==> src/rtl/chip_ctrl_pkg.sv <==
// Shared definitions for the Chip burst controller.
//   state_t    : controller FSM states (IDLE, ACT, BURST, PRE)
//   bank_index : flat bank number from bank group and bank-in-group
//   col_wrap   : column of beat `beat` when wrapping inside a BL-aligned block
package chip_ctrl_pkg;

  typedef enum logic [1:0] {
    IDLE  = 2'd0,
    ACT   = 2'd1,
    BURST = 2'd2,
    PRE   = 2'd3
  } state_t;

  function automatic int bank_index(input int bg, input int ba, input int bawidth);
    return bg * (2 ** bawidth) + ba;
  endfunction

  // bl is a power of two: the low log2(bl) bits advance modulo bl,
  // the upper column bits stay fixed.
  function automatic logic [31:0] col_wrap(input logic [31:0] col, input int beat, input int bl);
    logic [31:0] mask;
    mask = 32'(bl - 1);
    return (col & ~mask) | ((col + 32'(beat)) & mask);
  endfunction

endpackage

==> src/rtl/chip_rd_capture.sv <==
// Read-data capture pipeline.
// Each read beat launched by the controller travels RL stages as {valid, slot};
// when it reaches the last stage, the selected bank's dqout is written into
// that slot of rdata. Capturing slot BL-1 raises rdata_valid for one cycle.
// Ports:
//   clk, rst     : clock, asynchronous active-high reset
//   launch       : a read beat is driven on the bank this cycle
//   launch_slot  : beat index of that beat
//   beat         : chip_dqout of the target bank
//   rdata        : assembled read word, beat k at [k*DEVICE_WIDTH +: DEVICE_WIDTH]
//   rdata_valid  : one-cycle strobe after the final slot is written
//   pending      : a beat is still in flight and is not captured on this edge
module chip_rd_capture #(
  parameter int DEVICE_WIDTH = 4,
  parameter int BL           = 8,
  parameter int RL           = 1
) (
  input  logic                       clk,
  input  logic                       rst,
  input  logic                       launch,
  input  logic [$clog2(BL)-1:0]      launch_slot,
  input  logic [DEVICE_WIDTH-1:0]    beat,
  output logic [DEVICE_WIDTH*BL-1:0] rdata,
  output logic                       rdata_valid,
  output logic                       pending
);

  localparam int SW = $clog2(BL);
  localparam logic [SW-1:0] LAST_SLOT = SW'(BL - 1);

  logic [RL-1:0]         stage_v;
  logic [RL-1:0][SW-1:0] stage_s;

  // The last stage is consumed on the coming edge, so it does not count
  // as outstanding work for the controller.
  always_comb begin
    pending = 1'b0;
    for (int i = 0; i < RL - 1; i++) pending = pending | stage_v[i];
  end

  always_ff @(posedge clk or posedge rst) begin
    if (rst) begin
      stage_v     <= '0;
      stage_s     <= '0;
      rdata       <= '0;
      rdata_valid <= 1'b0;
    end else begin
      stage_v[0] <= launch;
      stage_s[0] <= launch_slot;
      for (int i = 1; i < RL; i++) begin
        stage_v[i] <= stage_v[i-1];
        stage_s[i] <= stage_s[i-1];
      end
      if (stage_v[RL-1]) rdata[stage_s[RL-1]*DEVICE_WIDTH +: DEVICE_WIDTH] <= beat;
      rdata_valid <= stage_v[RL-1] && (stage_s[RL-1] == LAST_SLOT);
    end
  end

endmodule

==> src/rtl/chip_burst_ctrl.sv <==
// Single-requester burst sequencer in front of the Chip bank array.
// One read or write burst at a time: ACT (row drive, TRCD cycles), BURST
// (BL column beats wrapping in the BL-aligned block), PRE (TRP cycles, plus
// any read capture still in flight), then IDLE.
// Optional build macro CHIP_CTRL_OPEN_ROW_EN: open-row policy; rows stay open
// after a burst, a same-row hit skips ACT, a row miss runs PRE then ACT.
// Handshake: a command transfers on a rising edge where req_valid && req_ready;
// req_ready is high exactly in IDLE and the requester holds the command stable
// until it transfers.
// Ports:
//   clk, rst                          : clock, asynchronous active-high reset
//   req_valid/req_ready               : command handshake
//   req_write, req_bg, req_ba,
//   req_row, req_col, req_wdata       : command fields (registered on accept)
//   rdata, rdata_valid                : assembled read word and its strobe
//   busy                              : FSM not in IDLE
//   dbg_state                         : current FSM state (state_t encoding)
//   chip_rd_o_wr/row/column/dqin      : per-bank drives, bank = bg*2**BAWIDTH+ba
//   chip_dqout                        : per-bank read data
module chip_burst_ctrl
  import chip_ctrl_pkg::*;
#(
  parameter int BGWIDTH      = 2,
  parameter int BAWIDTH      = 2,
  parameter int COLWIDTH     = 10,
  parameter int CHWIDTH      = 5,
  parameter int DEVICE_WIDTH = 4,
  parameter int BL           = 8,
  parameter int TRCD         = 2,
  parameter int TRP          = 2,
  parameter int RL           = 1,
  localparam int NB          = 2 ** (BGWIDTH + BAWIDTH)
) (
  input  logic                         clk,
  input  logic                         rst,
  input  logic                         req_valid,
  output logic                         req_ready,
  input  logic                         req_write,
  input  logic [BGWIDTH-1:0]           req_bg,
  input  logic [BAWIDTH-1:0]           req_ba,
  input  logic [CHWIDTH-1:0]           req_row,
  input  logic [COLWIDTH-1:0]          req_col,
  input  logic [DEVICE_WIDTH*BL-1:0]   req_wdata,
  output logic [DEVICE_WIDTH*BL-1:0]   rdata,
  output logic                         rdata_valid,
  output logic                         busy,
  output logic [1:0]                   dbg_state,
  output logic [NB-1:0]                chip_rd_o_wr,
  output logic [NB*CHWIDTH-1:0]        chip_row,
  output logic [NB*COLWIDTH-1:0]       chip_column,
  output logic [NB*DEVICE_WIDTH-1:0]   chip_dqin,
  input  logic [NB*DEVICE_WIDTH-1:0]   chip_dqout
);

  localparam int BIW  = BGWIDTH + BAWIDTH;
  localparam int SW   = $clog2(BL);
  localparam int CNTW = 16;

  state_t                    state;
  logic [CNTW-1:0]           cnt;
  logic [BIW-1:0]            bank_q;
  logic                      write_q;
  logic [CHWIDTH-1:0]        row_q;
  logic [COLWIDTH-1:0]       col_q;
  logic [DEVICE_WIDTH*BL-1:0] wdata_q;

  logic [BIW-1:0]            req_bank;
  logic [SW-1:0]             nbeat;
  logic [COLWIDTH-1:0]       col_src;
  logic [COLWIDTH-1:0]       nxt_col;
  logic [DEVICE_WIDTH*BL-1:0] wdata_src;
  logic                      write_src;
  logic [DEVICE_WIDTH-1:0]   nxt_dq;
  logic                      launch;
  logic                      pending;
  logic                      pre_done;
  logic [DEVICE_WIDTH-1:0]   dq_beat;

`ifdef CHIP_CTRL_OPEN_ROW_EN
  logic [NB-1:0]              open_q;
  logic [NB-1:0][CHWIDTH-1:0] open_row_q;
  logic                       precharge_q;  // PRE really closes the row
  logic                       act_after_pre_q;  // row miss: PRE then ACT
  assign pre_done = (!precharge_q || cnt >= CNTW'(TRP - 1)) && !pending;
`else
  assign pre_done = (cnt >= CNTW'(TRP - 1)) && !pending;
`endif

  assign req_bank  = BIW'(bank_index(int'(req_bg), int'(req_ba), BAWIDTH));
  assign dbg_state = state;
  assign launch    = (state == BURST) && !write_q;
  assign dq_beat   = chip_dqout[bank_q*DEVICE_WIDTH +: DEVICE_WIDTH];

  // Outputs are registered, so each edge loads the beat for the NEXT cycle:
  // beat 0 when entering BURST (or on an open-row hit from IDLE), cnt+1 inside.
  always_comb begin
    nbeat     = (state == BURST) ? cnt[SW-1:0] + SW'(1) : '0;
    col_src   = (state == IDLE) ? req_col   : col_q;
    wdata_src = (state == IDLE) ? req_wdata : wdata_q;
    write_src = (state == IDLE) ? req_write : write_q;
    nxt_col   = COLWIDTH'(col_wrap(32'(col_src), int'(nbeat), BL));
    nxt_dq    = write_src ? wdata_src[nbeat*DEVICE_WIDTH +: DEVICE_WIDTH] : '0;
  end

  always_ff @(posedge clk or posedge rst) begin
    if (rst) begin
      state        <= IDLE;
      cnt          <= '0;
      bank_q       <= '0;
      write_q      <= 1'b0;
      row_q        <= '0;
      col_q        <= '0;
      wdata_q      <= '0;
      req_ready    <= 1'b1;
      busy         <= 1'b0;
      chip_rd_o_wr <= '0;
      chip_row     <= '0;
      chip_column  <= '0;
      chip_dqin    <= '0;
`ifdef CHIP_CTRL_OPEN_ROW_EN
      open_q          <= '0;
      open_row_q      <= '0;
      precharge_q     <= 1'b1;
      act_after_pre_q <= 1'b0;
`endif
    end else begin
      case (state)
        IDLE: begin
          // req_ready is high throughout IDLE, so req_valid alone accepts.
          if (req_valid) begin
            bank_q    <= req_bank;
            write_q   <= req_write;
            row_q     <= req_row;
            col_q     <= req_col;
            wdata_q   <= req_wdata;
            req_ready <= 1'b0;
            busy      <= 1'b1;
            cnt       <= '0;
`ifdef CHIP_CTRL_OPEN_ROW_EN
            if (open_q[req_bank] && open_row_q[req_bank] == req_row) begin
              state <= BURST;
              chip_column[req_bank*COLWIDTH +: COLWIDTH]       <= nxt_col;
              chip_rd_o_wr[req_bank]                           <= req_write;
              chip_dqin[req_bank*DEVICE_WIDTH +: DEVICE_WIDTH] <= nxt_dq;
            end else if (open_q[req_bank]) begin
              state           <= PRE;
              precharge_q     <= 1'b1;
              act_after_pre_q <= 1'b1;
              open_q[req_bank] <= 1'b0;
              chip_row[req_bank*CHWIDTH +: CHWIDTH] <= '0;
            end else begin
              state <= ACT;
              open_q[req_bank]     <= 1'b1;
              open_row_q[req_bank] <= req_row;
              chip_row[req_bank*CHWIDTH +: CHWIDTH] <= req_row;
            end
`else
            state <= ACT;
            chip_row[req_bank*CHWIDTH +: CHWIDTH] <= req_row;
`endif
          end
        end
        ACT: begin
          cnt <= cnt + CNTW'(1);
          if (cnt == CNTW'(TRCD - 1)) begin
            state <= BURST;
            cnt   <= '0;
            chip_column[bank_q*COLWIDTH +: COLWIDTH]       <= nxt_col;
            chip_rd_o_wr[bank_q]                           <= write_q;
            chip_dqin[bank_q*DEVICE_WIDTH +: DEVICE_WIDTH] <= nxt_dq;
          end
        end
        BURST: begin
          cnt <= cnt + CNTW'(1);
          if (cnt == CNTW'(BL - 1)) begin
            state <= PRE;
            cnt   <= '0;
            chip_column[bank_q*COLWIDTH +: COLWIDTH]       <= '0;
            chip_rd_o_wr[bank_q]                           <= 1'b0;
            chip_dqin[bank_q*DEVICE_WIDTH +: DEVICE_WIDTH] <= '0;
`ifdef CHIP_CTRL_OPEN_ROW_EN
            // Row stays open; PRE only waits out in-flight read captures.
            precharge_q     <= 1'b0;
            act_after_pre_q <= 1'b0;
`else
            chip_row[bank_q*CHWIDTH +: CHWIDTH] <= '0;
`endif
          end else begin
            chip_column[bank_q*COLWIDTH +: COLWIDTH]       <= nxt_col;
            chip_dqin[bank_q*DEVICE_WIDTH +: DEVICE_WIDTH] <= nxt_dq;
          end
        end
        PRE: begin
          cnt <= cnt + CNTW'(1);
          if (pre_done) begin
            cnt <= '0;
`ifdef CHIP_CTRL_OPEN_ROW_EN
            if (act_after_pre_q) begin
              state           <= ACT;
              act_after_pre_q <= 1'b0;
              open_q[bank_q]     <= 1'b1;
              open_row_q[bank_q] <= row_q;
              chip_row[bank_q*CHWIDTH +: CHWIDTH] <= row_q;
            end else begin
              state     <= IDLE;
              req_ready <= 1'b1;
              busy      <= 1'b0;
            end
`else
            state     <= IDLE;
            req_ready <= 1'b1;
            busy      <= 1'b0;
`endif
          end
        end
        default: state <= IDLE;
      endcase
    end
  end

  chip_rd_capture #(
    .DEVICE_WIDTH(DEVICE_WIDTH),
    .BL          (BL),
    .RL          (RL)
  ) u_rd_capture (
    .clk        (clk),
    .rst        (rst),
    .launch     (launch),
    .launch_slot(cnt[SW-1:0]),
    .beat       (dq_beat),
    .rdata      (rdata),
    .rdata_valid(rdata_valid),
    .pending    (pending)
  );

endmodule

==> config.mk <==
export PLATFORM = sky130hd
export DESIGN_NAME = chip_burst_ctrl
export DESIGN_NICKNAME = d
export VERILOG_FILES = /design/src/rtl/chip_ctrl_pkg.sv /design/src/rtl/chip_rd_capture.sv /design/src/rtl/chip_burst_ctrl.sv
export SDC_FILE = /design/constraint.sdc
export NUM_CORES = 1
export LEC_CHECK = 0
export ABC_AREA = 1
export CAP_MARGIN = 20
export CORE_MARGIN = 2
export CORE_UTILIZATION = 53
export CTS_BUF_LIST = sky130_fd_sc_hd__clkbuf_8
export CTS_CLUSTER_DIAMETER = 40
export DETAILED_ROUTE_END_ITERATION = 10
export PLACE_DENSITY = 0.81
export SETUP_SLACK_MARGIN = 0.05
export SYNTH_ARGS = -nofsm -noshare
export SYNTH_HDL_FRONTEND = slang
export SYNTH_SLANG_ARGS = --single-unit
==> constraint.sdc <==
create_clock -name clk -period 19.1 [get_ports clk]
set_input_delay 3.82 -clock clk [delete_from_list [all_inputs] [get_ports clk]]
set_output_delay 3.82 -clock clk [all_outputs]
set_load 0.02 [all_outputs]
# Word level (Yosys, flattened, before mapping)
# Cells that the tools add are included.
[classes]
n_eq_ne = 10
add_sub_neg = 9
reduce_logical = 14
div_mod_pow = 0
shifts = 14
n_bitwise = 3
order_cmp = 3
n_mul = 3
mux = 43
[ops]
columns = ["op", "count"]
rows = [
  ["160-bit bitwise mux", 2],
  ["160-bit two-way mux", 2],
  ["160-bit case mux with 2 select lines", 1],
  ["80-bit bitwise mux", 2],
  ["80-bit two-way mux", 2],
  ["80-bit case mux with 2 select lines", 1],
  ["10-bit by 34-bit variable shift with 160-bit output, first input constant", 1],
  ["5-bit by 34-bit variable shift with 80-bit output, first input constant", 2],
  ["10-bit by 34-bit variable part select with 160-bit output", 1],
  ["10-bit by 34-bit variable part select with 160-bit output, first input constant", 1],
  ["64-bit bitwise mux", 2],
  ["64-bit two-way mux", 2],
  ["64-bit case mux with 2 select lines", 1],
  ["16-bit two-way mux", 6],
  ["5-bit by 34-bit variable part select with 80-bit output", 1],
  ["5-bit by 34-bit variable part select with 80-bit output, first input constant", 1],
  ["7-bit negation with 34-bit output", 2],
  ["16-bit case mux with 4 select lines", 1],
  ["4-bit by 34-bit variable shift with 64-bit output, first input constant", 1],
  ["4-bit by 34-bit variable part select with 64-bit output", 1],
  ["4-bit by 34-bit variable part select with 64-bit output, first input constant", 1],
  ["64-bit by 7-bit variable part select with 4-bit output", 1],
  ["5-bit negation with 34-bit output", 1],
  ["6-bit negation with 34-bit output", 1],
  ["other kinds (41)", 62],
]
[word_totals]
reg_bits = 424
input_bits = 119
elab_cells = 115
mem_bits_rw = 0
latchBits = 0
n_memories = 0
romBits = 0

# Depth between registers and ports, before layout
[logic_depth]
word_depth = 8
ltp_mapped = 24

# Hierarchy
# A second synthesis with hierarchy kept.
[hier_totals]
hier_cells = 2730
area_unflattened_um2 = 22023.6
[modules_own_cells]
columns = ["module", "cells_each", "instances", "area_each_um2"]
rows = [
  ["chip_burst_ctrl", 2545, 1, 20359.5],
  ["chip_rd_capture", 185, 1, 1664.1],
]

# Worst setup path after synthesis
# OpenSTA, ideal clock, no wires.
[synth_path]
path_type = "input port to flip-flop"
startpoint = "in req_col[0]"
endpoint = "reg chip_column[137]"
path_slack_ns = 13.336
t_required_ns = 19.035
cell_stages = 14
arrival_ns = 5.699
setup_time_ns = 0.065
cell_sequence = "inv_1 > o21ai_0 > ha_1 > inv_1 > fa_1 > o21ai_0 > nand3_1 > o21ai_0 > nand3_1 > nor2_1 > nand2_1 > o21ai_0 > nand3_1 > nand2_1"
[synth_via]
elab_chain_cells = 7
word_cells_on_any_way = 8
cone_classes = "1 x add/sub; 1 x shift; 5 x mux; 1 x bitwise"
[synth_lines]
columns = ["item", "line", "source"]
rows = [
  ["start, declared", "chip_burst_ctrl.sv:42", "input logic [COLWIDTH-1:0] req_col,"],
  ["10-bit two-way mux *", "chip_burst_ctrl.sv:98", "col_src = (state == IDLE) ? req_col : col_q;"],
  ["3-bit adder *", "chip_ctrl_pkg.sv:23", "return (col & ~mask) | ((col + 32'(beat)) & mask);"],
  ["10-bit by 3-bit bitwise OR with 10-bit output *", "chip_ctrl_pkg.sv:23", ""],
  ["10-bit by 34-bit variable part select with 160-bit output *", "chip_burst_ctrl.sv:168, chip_burst_ctrl.sv:189", ""],
  ["160-bit bitwise mux *", "chip_burst_ctrl.sv:168, chip_burst_ctrl.sv:189", ""],
  ["160-bit two-way mux (on tied branches)", "chip_burst_ctrl.sv:175, chip_burst_ctrl.sv:165", ""],
  ["160-bit case mux with 2 select lines *", "chip_burst_ctrl.sv:127", "case (state)"],
  ["end signal, assigned by index", "chip_burst_ctrl.sv:168", "chip_column[bank_q*COLWIDTH +: COLWIDTH] <= nxt_col;"],
  ["end signal, assigned by index", "chip_burst_ctrl.sv:189", "chip_column[bank_q*COLWIDTH +: COLWIDTH] <= nxt_col;"],
  ["end, declared", "chip_burst_ctrl.sv:50", "output logic [NB*COLWIDTH-1:0] chip_column,"],
]
# Mark *: on every way between the ends. The rest lies on a longest branch, timed or not. The select of a mux whose other input is x is not followed.
# A chain may end at the register's enable or synchronous reset.

# Worst setup path after layout
[layout_path]
startpoint = "in req_col[0]"
endpoint = "reg chip_column[93]"
# Same word-level chain as after synthesis.

==> results.json <==
{
  "outcome": "completed",
  "hold_viol_final": 0,
  "seq_area_sq_mm": 0.01061,
  "timing.final.crit_period_ps": 6551,
  "detail_route.wl_per_cell_um": 20.92,
  "final_cell_mix": "604 x nand2_1, 475 x clkdlybuf4s50_1, 422 x dfrtp_1, 366 x o21ai_0, 292 x nor2_1",
  "place.gp.congestion": 0.9851,
  "synthesis.nets": 2880,
  "final-setup-viol-count": 0,
  "drive_above_1_share": 0.08438,
  "post_cts_resized": 0,
  "post_detailed_route_via_to_cell_ratio": 5.918,
  "detailed_place.area_sq_mm": 0.02701,
  "grt_util_all_layers": 0.3618,
  "finalWirelength_um": 79380,
  "layout_commonest_cell": "nand2_1",
  "antenna_found_initial": 4,
  "cap_violations": 0,
  "mappedNetlistArea_sq_mm": 0.02191,
  "timing.critical_path.arrival_ps": 7110,
  "cts.clk_slew.worst_paths_ps": 60,
  "post-route-drc-count": 0,
  "ioPinCount": 476,
  "grt_overflow_total": 0,
  "core_sq_mm": 0.04083,
  "syn-mean-instance-area_sq_um": 8.012,
  "cts.hold.buffers_added": 0,
  "synth-main-ff-cell": "dfrtp_1",
  "worst_setup_path_end_kind": "flop",
  "cts_num_sinks": 424,
  "post-dp-hpwl_um": 57390,
  "grt_pass1_wl_um": 123400,
  "floorplan.rows": 74,
  "power_mw": 6.256,
  "worstSetupPathType": "primary input to flop",
  "cp_max_fo": 4,
  "post-route-cell-area_sq_mm": 0.02875,
  "vias": 22459,
  "cts_buffers": 78,
  "areaGrowthSynthToFinish_pct": 31.25,
  "multi_input_area_sq_mm": 0.009827,
  "fin_tns_setup_ps": 0,
  "timing.clock.skew_ps": 20.66,
  "min-delay-path-class": "flop to flop",
  "drt-initial-drc-count": 2078,
  "p_per_area_mw_per_mm2": 217.6,
  "route.antenna.remaining_nets": 0,
  "synth_cell_types": 59,
  "cts.htree.levels": 3,
  "drt-pass1-iter-count": 6,
  "finish.net_count": 3348,
  "start_util": 0.5365,
  "seq_area_frac_synth": 0.4844,
  "required_ps": 19660,
  "portBuffers": 475,
  "period_share": 0.3430,
  "die_y_um": 207.3,
  "netlist_instances": 2734,
  "grt_pass1_vias": 21985,
  "post_cts_setup_driven_buffer_insertion_count": 0,
  "postSynthRegisterBits": 424,
  "die_area_sq_mm": 0.04297,
  "worst_ir_drop_vdd_mv": 0.1522,
  "timing.max_slew.rel_slack": 0.3094,
  "grt_start_max_net_pins": 159,
  "die_x_um": 207.3,
  "final_cells": 3795,
  "async_flop_share": 1.000,
  "yosysWarningCount": 0,
  "max-clock-path-buffers": 3,
  "fmax_mhz": 152.6,
  "power.leakage_nw": 12.69,
  "placed_cells_incl_taps": 3651,
  "worst-slew-pin-transition_ps": 1035,
  "synth_enable_flop_cells": 0,
  "tritoncts": "done",
  "grt_setup_unrepaired": "no",
  "num-fill-cells": 3226,
  "clk_root_buffer_cell": "clkbuf_8",
  "max_transition_viols_final": 0,
  "worst_setup_path_start_kind": "primary input",
  "clock_latency_at_the_later_pin_of_the_worst_skew_pair_ps": 650
}
[power by group]
| part | internal (mW) | switching [mW] | leakage, nW |
|---|---|---|---|
| Sequential | 1.25 | 0.242 | 5.15 |
| Combinational | 1.18 | 2.66 | 6.64 |
| Clock | 0.526 | 0.400 | 0.909 |
[metal layers]
layer  GRT usage  share of wire  up-vias
met4      0.1635          0.045        0
li1            -              -    10124
met1      0.4643           0.40    10886
met3     0.09667          0.093      225
met2      0.5764           0.46     1224
met5           0              0        -
[final cells by class]
class | count | share of cell area
Multi-Input combinational cell | 1938 | 0.3418
Clock buffer | 97 | 0.04643
Clock inverter | 40 | 0.01118
Sequential cell | 424 | 0.3691
Inverter | 264 | 0.03486
Antenna cell | 4 | 0.0003481
Tap cell | 532 | 0.02315
Timing Repair Buffer | 496 | 0.1731
[state kept, by name, summed over array words and instances, names as in the netlist]
name / flops
wdata_q: 32
chip_column: 160
req_ready: 1
bank_q: 4
write_q: 1
u_rd_capture.stage_s: 3
dbg_state: 2
u_rd_capture.rdata_valid: 1
col_q: 10
cnt: 16
chip_row: 80
u_rd_capture.rdata: 32
u_rd_capture.stage_v: 1
busy: 1
chip_rd_o_wr: 16
chip_dqin: 64
[worst paths after layout]
path / startpoint / endpoint / slack (ps) / depth (start not counted)
max: req_col[0] / chip_column[93] / 12550 / 13
min: cnt[1] / u_rd_capture.stage_s[1] / 440 / 0
max reg2reg: bank_q[1] / chip_column[89] / 13730 / 13
min reg2reg: cnt[1] / u_rd_capture.stage_s[1] / 440 / 0
max in group asynchronous: rst / req_ready / 13440 / 5
min in group asynchronous: rst / chip_dqin[24] / 3660 / 2
[per-stage QoR]
stage	hold slack, ps	setup slack [ps]	utilization
floorplan	398.2	3477	-
global placement	421.5	12030	0.6615
global route	456.9	12260	0.7041
detailed placement	418.8	11980	0.6615
finish	443.1	12550	0.7041
CTS	443.2	12650	0.7021
[synthesized netlist by cell type, types with 8 or more instances]
master,n,share of area
buf_2,35,0.0080
clkbuf_1,53,0.0091
inv_1,232,0.040
dfrtp_1,423,0.48
nor3_1,53,0.012
nor2_2,11,0.0031
o21ai_0,366,0.084
o21a_1,25,0.0086
a21oi_1,93,0.021
nand2_1,605,0.10
o22ai_1,73,0.021
nor2_1,292,0.050
mux2_2,27,0.014
nand2_2,8,0.0023
ha_1,25,0.014
o21ai_1,15,0.0034
inv_2,28,0.0048
buf_1,14,0.0024
nor3_2,10,0.0046
a22o_1,15,0.0060
nand3_1,155,0.035
nand4_1,49,0.014
o31ai_1,14,0.0048
o211ai_1,27,0.0093
[cells by family after synthesis]
group	count (synthesis)	share of synthesized area
AND/OR/NAND/NOR	1217	0.2435
AO/OA/AOI/OAI	659	0.1711
flip-flops	424	0.4844
buffers and inverters	372	0.06711
multiplexers	28	0.01434
adder cells (fa/ha/maj)	27	0.01611
XOR/XNOR	7	0.003484
[critical path: stages]
cell and delay (ps):
clkdlybuf4s50_1 470, inv_1 40, o21ai_0 170, ha_1 170
inv_1 50, fa_1 470, o21ai_0 700, nand2_1 90
o21ai_0 180, o21ai_0 320, nor3_1 400, nor2_1 80
a21oi_1 140
Note: power is estimated with default switching activity, not from simulation.
